[src/rtl/jtpinpon_objscan_if.sv]
// Draw-request bus between the object scanner and the sprite draw stage.
// The scanner (master) presents one sprite at a time with draw high.
// The draw stage (slave) accepts the sprite on the first cen2 edge where busy is low.
interface jtpinpon_objscan_if;
  logic       draw;
  logic       busy;
  logic [7:0] xpos;
  logic [3:0] ysub;
  logic [4:0] pal;
  logic       hflip;
  logic       vflip;
  logic [7:0] code;

  modport master (
    output draw, xpos, ysub, pal, hflip, vflip, code,
    input  busy
  );

  modport slave (
    input  draw, xpos, ysub, pal, hflip, vflip, code,
    output busy
  );
endinterface

[src/rtl/jtpinpon_objscan.sv]
// Object-table scanner.
// On every line start it walks the object RAM from OBJMAX down to 0 and
// Y-tests each entry against the line being rendered. For each hit it
// fetches the attribute, code and X bytes, then issues one draw request.
module jtpinpon_objscan #(
  parameter logic [7:0] VOFFSET = 8'd0,
  parameter logic [4:0] OBJMAX  = 5'd31
) (
  input  logic                 rst,
  input  logic                 clk,
  input  logic                 cen2,
  input  logic                 hinit_x,
  input  logic [7:0]           vrender,
  output logic [6:0]           obj_addr,
  input  logic [7:0]           obj_dout,
  output logic                 done,
  jtpinpon_objscan_if.master   dbus
);

  typedef enum logic [2:0] {IDLE, RY, RA, RC, RX, ISS} state_t;

  state_t     state_reg, state_next;
  logic [4:0] index_reg, index_next;
  logic [6:0] addr_reg,  addr_next;
  logic       done_reg,  done_next;
  logic       draw_reg,  draw_next;
  logic [7:0] xpos_reg,  xpos_next;
  logic [3:0] ysub_reg,  ysub_next;
  logic [4:0] pal_reg,   pal_next;
  logic       hflip_reg, hflip_next;
  logic       vflip_reg, vflip_next;
  logic [7:0] code_reg,  code_next;

  // Line offset of the current object; wraps modulo 256 so sprites
  // straddling the top of the screen still hit.
  logic [7:0] diff;
  assign diff = vrender + VOFFSET - obj_dout;

  // Register all scanner state; next values already hold when cen2 is low.
  always_ff @(posedge clk or posedge rst) begin
    if (rst) begin
      state_reg <= IDLE;
      index_reg <= 5'd0;
      addr_reg  <= 7'd0;
      done_reg  <= 1'b1;
      draw_reg  <= 1'b0;
      xpos_reg  <= 8'd0;
      ysub_reg  <= 4'd0;
      pal_reg   <= 5'd0;
      hflip_reg <= 1'b0;
      vflip_reg <= 1'b0;
      code_reg  <= 8'd0;
    end else begin
      state_reg <= state_next;
      index_reg <= index_next;
      addr_reg  <= addr_next;
      done_reg  <= done_next;
      draw_reg  <= draw_next;
      xpos_reg  <= xpos_next;
      ysub_reg  <= ysub_next;
      pal_reg   <= pal_next;
      hflip_reg <= hflip_next;
      vflip_reg <= vflip_next;
      code_reg  <= code_next;
    end
  end

  // Next-state logic: scan walk, byte fetches and the draw handshake.
  always_comb begin
    state_next = state_reg;
    index_next = index_reg;
    addr_next  = addr_reg;
    done_next  = done_reg;
    draw_next  = draw_reg;
    xpos_next  = xpos_reg;
    ysub_next  = ysub_reg;
    pal_next   = pal_reg;
    hflip_next = hflip_reg;
    vflip_next = vflip_reg;
    code_next  = code_reg;
    if (cen2) begin
      if (hinit_x) begin
        // Line start: from idle this begins a scan, otherwise it restarts it.
        state_next = RY;
        index_next = OBJMAX;
        addr_next  = {OBJMAX, 2'd0};
        done_next  = 1'b0;
        draw_next  = 1'b0;
      end else begin
        case (state_reg)
          RY: begin
            if (diff[7:4] == 4'd0) begin
              ysub_next  = diff[3:0];
              addr_next  = addr_reg + 7'd1;
              state_next = RA;
            end else if (index_reg == 5'd0) begin
              done_next  = 1'b1;
              state_next = IDLE;
            end else begin
              index_next = index_reg - 5'd1;
              addr_next  = {index_reg - 5'd1, 2'd0};
            end
          end
          RA: begin
            vflip_next = obj_dout[7];
            hflip_next = obj_dout[6];
            pal_next   = obj_dout[4:0];
            addr_next  = addr_reg + 7'd1;
            state_next = RC;
          end
          RC: begin
            code_next  = obj_dout;
            addr_next  = addr_reg + 7'd1;
            state_next = RX;
          end
          RX: begin
            xpos_next  = obj_dout;
            draw_next  = 1'b1;
            state_next = ISS;
          end
          ISS: begin
            // The draw stage takes the request on the first edge with busy low.
            if (!dbus.busy) begin
              draw_next = 1'b0;
              if (index_reg == 5'd0) begin
                done_next  = 1'b1;
                state_next = IDLE;
              end else begin
                index_next = index_reg - 5'd1;
                addr_next  = {index_reg - 5'd1, 2'd0};
                state_next = RY;
              end
            end
          end
          default: ;
        endcase
      end
    end
  end

  assign obj_addr   = addr_reg;
  assign done       = done_reg;
  assign dbus.draw  = draw_reg;
  assign dbus.xpos  = xpos_reg;
  assign dbus.ysub  = ysub_reg;
  assign dbus.pal   = pal_reg;
  assign dbus.hflip = hflip_reg;
  assign dbus.vflip = vflip_reg;
  assign dbus.code  = code_reg;

endmodule

[src/flat_wrapper.sv]
// flat-port wrapper written by rule: the top's interface ports become plain ports
module jtpinpon_objscan_flat 
#(
  parameter logic [7:0] VOFFSET = 8'd0,
  parameter logic [4:0] OBJMAX  = 5'd31
)
  (rst, clk, cen2, hinit_x, vrender, obj_addr, obj_dout, done, dbus_draw, dbus_xpos, dbus_ysub, dbus_pal, dbus_hflip, dbus_vflip, dbus_code, dbus_busy);
  jtpinpon_objscan_if dbus_i ();
  input  logic rst;
  input  logic clk;
  input  logic cen2;
  input  logic hinit_x;
  input  logic [7:0] vrender;
  output logic [6:0] obj_addr;
  input  logic [7:0] obj_dout;
  output logic done;
  output wire logic [$bits(dbus_i.draw)-1:0] dbus_draw;
  output wire logic [$bits(dbus_i.xpos)-1:0] dbus_xpos;
  output wire logic [$bits(dbus_i.ysub)-1:0] dbus_ysub;
  output wire logic [$bits(dbus_i.pal)-1:0] dbus_pal;
  output wire logic [$bits(dbus_i.hflip)-1:0] dbus_hflip;
  output wire logic [$bits(dbus_i.vflip)-1:0] dbus_vflip;
  output wire logic [$bits(dbus_i.code)-1:0] dbus_code;
  input wire logic [$bits(dbus_i.busy)-1:0] dbus_busy;
  assign dbus_draw = dbus_i.draw;
  assign dbus_xpos = dbus_i.xpos;
  assign dbus_ysub = dbus_i.ysub;
  assign dbus_pal = dbus_i.pal;
  assign dbus_hflip = dbus_i.hflip;
  assign dbus_vflip = dbus_i.vflip;
  assign dbus_code = dbus_i.code;
  assign dbus_i.busy = dbus_busy;
  jtpinpon_objscan #(.VOFFSET(VOFFSET), .OBJMAX(OBJMAX)) u_core (.rst(rst), .clk(clk), .cen2(cen2), .hinit_x(hinit_x), .vrender(vrender), .obj_addr(obj_addr), .obj_dout(obj_dout), .done(done), .dbus(dbus_i));
endmodule
[config.mk]
export PLATFORM = sky130hd
export DESIGN_NAME = jtpinpon_objscan_flat
export DESIGN_NICKNAME = d
export VERILOG_FILES = /design/src/rtl/jtpinpon_objscan_if.sv /design/src/rtl/jtpinpon_objscan.sv /design/src/flat_wrapper.sv
export SDC_FILE = /design/constraint.sdc
export NUM_CORES = 1
export LEC_CHECK = 0
export ABC_CLOCK_PERIOD_IN_PS = 2650
export BUFFER_PORTS_ARGS = -buffer_cell sky130_fd_sc_hd__buf_2
export CELL_PAD_IN_SITES_DETAIL_PLACEMENT = 0
export CELL_PAD_IN_SITES_GLOBAL_PLACEMENT = 1
export CORE_MARGIN = 2
export CORE_UTILIZATION = 41
export CTS_CLUSTER_DIAMETER = 60
export DETAILED_ROUTE_END_ITERATION = 10
export GPL_TIMING_DRIVEN = 0
export PLACE_DENSITY = 0.77
export SLEW_MARGIN = 15
export SYNTH_ARGS = -nofsm -noshare
export SYNTH_HDL_FRONTEND = slang
export SYNTH_SLANG_ARGS = --single-unit
[constraint.sdc]
create_clock -name clk -period 2.65 [get_ports clk]
set_input_delay 0 -clock clk [delete_from_list [all_inputs] [get_ports clk]]
set_output_delay 0 -clock clk [all_outputs]
set_load 0.005 [all_outputs]
# Yosys cells after proc, flatten, opt, wreduce, memory -nomap -nowiden
# Cells that the tools add are included.
# word_totals
ff_bits	44
inputBits	21
out_inout_bits	36
wordCells	62
# op_classes
n_addsub	3
eq_ne	8
mux	24
bitwise_logic	1
reduce_logical	15
# ops
cell	count
2-to-1 mux 7 bit	4
case mux 7 bit (3 select lines)	1
2-to-1 mux 5 bit	4
case mux 3 bit (5 select lines)	1
AND reduction 3 bit	5
2-to-1 mux 3 bit	4
AND reduction 4 bit	3
case mux 5 bit (2 select lines)	1
subtractor 8 bit	1
adder 7 x 1 -> 7 bit, second input constant	1
2-to-1 mux 1 bit	7
equality test 3 x 2 -> 1 bit, second input constant	2
equality test 3 bit, second input constant	2
inequality test 3 bit, second input constant	2
nonzero test 3 bit	2
nonzero test 6 bit	1
zero test 5 bit	1
subtractor 5 x 1 -> 5 bit, second input constant	1
zero test 4 bit	1
inequality test 4 x 2 -> 1 bit, second input constant	1
case mux 1 bit (2 select lines)	2
nonzero test 4 bit	1
equality test 3 x 1 -> 1 bit, second input constant	1
OR reduction 2 bit	1
NOT 1 bit	1

# Longest topological paths before layout
# logic_depth
depth_word	5
mapped_depth	10
ltp_nobuf	9

# Least setup slack after synthesis
# Ideal clock, no wire load.
# synth_path
kind	input to register
from	input vrender[0]
to	register u_core.ysub_reg[2], in the netlist u_core.dbus.ysub[2]
t_arrival_ps	2070
t_required_ps	2522
setup_slack_ps	452
stages	10
cell_sequence	inv_1 ha_1 fa_1 nand2b_1 a21oi_1 mux2i_1 nor4_1 and4_1 buf_2 mux2_1
# synth_via
elab_chain_cells	3
# synth_lines
item	line_no	text
start: declaration	flat_wrapper.sv:13	input logic [7:0] vrender;
subtractor 8 bit (*)	jtpinpon_objscan.sv:37	assign diff = vrender + VOFFSET - obj_dout;
zero test 4 bit	jtpinpon_objscan.sv:92	if (diff[7:4] == 4'd0) begin
AND reduction 4 bit (no source line)	--	
end signal: assignment	jtpinpon_objscan.sv:60	ysub_reg <= ysub_next;
end: declaration	jtpinpon_objscan.sv:28	logic [3:0] ysub_reg, ysub_next;
# Mark *: on every way between the ends. The rest lies on a longest branch, timed or not.
# A chain may end at the register's enable or synchronous reset.

# Final worst setup path
# layout_path
from	input obj_dout[6]
to	register u_core.addr_reg[1], in the netlist u_core.obj_addr[1]
# layout_via
elab_chain_cells	5
# layout_lines
item	line_no	text
start: declaration	flat_wrapper.sv:15	input logic [7:0] obj_dout;
subtractor 8 bit	jtpinpon_objscan.sv:37	
zero test 4 bit	jtpinpon_objscan.sv:92	
2-to-1 mux 7 bit	jtpinpon_objscan.sv:92	
case mux 7 bit (3 select lines)	jtpinpon_objscan.sv:90	case (state_reg)
2-to-1 mux 7 bit	jtpinpon_objscan.sv:82	if (hinit_x) begin
end signal: assignment	jtpinpon_objscan.sv:56	addr_reg <= addr_next;
end: declaration	jtpinpon_objscan.sv:24	logic [6:0] addr_reg, addr_next;
# No other way between the ends.

==> results.json <==
{
  "p_int_mw": 1.21,
  "syn_avg_cell_area_sq_um": 9.42,
  "synthDominantCellAreaShare": 0.421,
  "clkTransAtPathRegs_ns": 0.09,
  "critPathKind": "in2reg",
  "seq_area_frac_synth": 0.432,
  "worst_slew_pin_slew_ns": 0.752,
  "drv_slew": 0,
  "ant_nets": 0,
  "synth.distinct_cells": 53,
  "slowest_delay_ns": 0.57,
  "grt_max_degree": 33,
  "start_kind": "input port",
  "hp-class": "in2reg",
  "die_h_um": 82.9,
  "synth_area_leader_cell": "dfrtp_1",
  "drive_gt1_frac": 0.286,
  "nets": 373,
  "power_density_nw_per_um2": 574,
  "clkSinkCount": 44,
  "setup_viol": 0,
  "avgViaCountPerCell": 5.49,
  "ys_async_sr_fraction": 1.00,
  "finalHoldViolCount": 0,
  "worst_ep_arrival_time_ns": 2.77,
  "clkPwrFrac": 0.234,
  "total_power_mw": 1.83,
  "critical_path.max_fanout": 8,
  "ioPinCount": 57,
  "synthesis.area_sq_um": 2550,
  "start_util": 0.429,
  "areaGrowthSynthToFinish_pct": 24.9,
  "critPathRequiredTime_ns": 2.88,
  "drt_first_pass_iters": 4,
  "synth_edf_count": 0,
  "grt_pass1_wl_um": 10700,
  "clock_skew_ns": 0.00618,
  "antenna_cells": 0,
  "synth_seq_cells": 44,
  "synth.area.top_cells": "dfrtp_1, mux2_2, ha_1",
  "port_buffers": 55,
  "leakagePower_nw": 1.53,
  "cpMostUsedCell": "a211o_1",
  "gp_congestion": 0.837,
  "ir_drop_mv": 0.272,
  "drc": 0,
  "clock-root-buffer": "clkbuf_8",
  "core_sq_um": 5960,
  "seq_power_share": 0.464,
  "grt.overflow.total": 0,
  "htreeDepth": 2,
  "cts_buffer_depth": 2,
  "switchingPower_mw": 0.622,
  "wl_um": 6410,
  "grt_antenna_before_repair": 0,
  "clock.fmax_mhz": 394,
  "synthFlopType": "dfrtp_1",
  "fillers": 605,
  "syn_nets": 302,
  "maxCapViolations": 0,
  "fin_crit_sh": 0.958,
  "dr_total_vias": 2293,
  "grt_usage": 0.189,
  "post-dp-hpwl_um": 4660,
  "crit_slowest_cell": "o41a_1",
  "max-slew-margin-rel": 0.497,
  "rows": 28,
  "drt_iter0_drc": 114,
  "cp-end-kind": "register",
  "die_w_um": 82.9,
  "power_frac_comb": 0.303,
  "synth_cells": 271,
  "crit_chain": "dlygate4sd3_1, buf_2, inv_1, ha_2, nor2_1, a211o_1, a211o_1, o41a_1, o32a_1, o21ai_1",
  "switching_share": 0.340,
  "final.min_clock_period_ns": 2.54,
  "tns_ns": 0,
  "design.die.area_sq_um": 6880,
  "ys_warn_count": 0,
  "wire_per_inst_um": 15.3,
  "grt_pass1_vias": 2177,
  "worst_skew_pair.late_latency_ns": 0.30,
  "status": "completed",
  "cts_tree": "done",
  "cts_buffers": 5
}
## Yosys cell counts, drive strengths merged (7+ instances only)
cell type / count
nor3: 7
mux2: 13
nand3: 11
clkbuf: 10
ha: 9
inv: 21
dfrtp: 43
nand2: 25
nor2: 17
a31oi: 10
o21ai: 22
a21oi: 11
## cell type report
| cell class | count | area (sq um) | area share |
|---|---|---|---|
| plain buffers | 14 | 62.6 | 0.0196 |
| well taps | 75 | 93.8 | 0.0294 |
| clock buffers | 5 | 68.8 | 0.0216 |
| multi-input cells | 192 | 1390 | 0.436 |
| clock inverters | 3 | 18.8 | 0.00588 |
| flip-flops and latches | 44 | 1100 | 0.345 |
| inverters | 21 | 78.8 | 0.0247 |
| repair buffers | 64 | 373 | 0.117 |
## per-layer routing
layer / up-vias / wire length (um) / track usage
li1: 1126 / - / -
met4: 0 / 116 / 0.0537
met1: 1101 / 3230 / 0.282
met3: 7 / 338 / 0.0437
met2: 59 / 2720 / 0.271
met5: - / 0 / 0
## timing repair
action / in CTS / in global routing
setup buffers: 0 / 1
endpoints found under the setup margin: 0 / 7
hold buffers: 7 / 0
hold endpoints to repair: 51 / 0
resized for setup: 0 / 13
## stage by stage
step	instance area, sq um	hold WS, ns	setup slack [ns]	util	std cells
2_1_floorplan	2550	0.151	0.452	-	271
3_5_place_dp	2940	-0.0199	0.0648	0.494	402
6_report	3190	0.0127	0.111	0.536	418
5_1_grt	3190	0.0138	-0.0250	0.536	418
4_1_cts	3100	0.0000596	0.0175	0.521	417
3_3_place_gp	2920	0.249	0.110	0.491	401
## path summary, 6_finish.rpt
path	slack, ns	cells past startpoint	endpoint	startpoint
min in group asynchronous	0.20	3	u_core.obj_addr[6]	rst
worst min register to register	0.48	2	u_core.dbus.code[4]	u_core.dbus.code[4]
worst max register to register	0.23	7	u_core.obj_addr[5]	u_core.index_reg[0]
max in group asynchronous	1.92	4	u_core.done	rst
worst min-delay path	0.01	2	u_core.dbus.xpos[0]	obj_dout[0]
worst max-delay path	0.11	10	u_core.obj_addr[1]	obj_dout[6]
## cells by family after synthesis
logic type	after synthesis	share of synthesized area
XOR/XNOR	6	0.0206
multiplexers	16	0.0691
AND/OR/NAND/NOR	85	0.169
flip-flops	44	0.432
AO/OA/AOI/OAI	75	0.202
adder cells (fa/ha/maj)	10	0.0519
buffers and inverters	35	0.0554
## power by group through the flow
stage	clock (mW)	sequential, mW	combinational [mW]
after floorplan	0	0.862	0.311
after global placement	0	0.859	0.501
after detailed placement	0	0.860	0.509
after CTS	0.441	0.849	0.520
after global routing	0.468	0.862	0.619
final	0.428	0.849	0.554
## worst max-delay path, delay by kind of cell
family	cells	cell delay (ns)
simple gates	1	0.07
fa+ha+maj	1	0.37
compound gates	5	1.64
buf+inv	3	0.68
## cells in the final DEF (no fill, tap or decap), types with 2 or more instances in the layout
cell type,n
a21oi_1,9
o21a_1,2
a21oi_2,2
o41ai_4,2
nand3_1,11
o32a_1,2
nand2b_1,4
o21ai_0,20
o41a_1,2
mux2_1,2
clkbuf_1,10
a311oi_1,2
mux2i_1,2
xor2_1,3
a31oi_1,10
clkinv_2,2
nand2_1,25
buf_2,57
dfrtp_1,43
a21o_1,3
inv_1,20
a211oi_1,4
nor2_1,17
nand4_1,2
nor4_1,2
clkbuf_8,5
nor2b_1,3
a211o_1,2
mux2_2,11
o2bb2ai_1,3
or2_2,2
nor3_1,7
ha_1,8
and3_1,3
xnor2_1,3
dlygate4sd3_1,7
(Power assumes the default switching activity.)
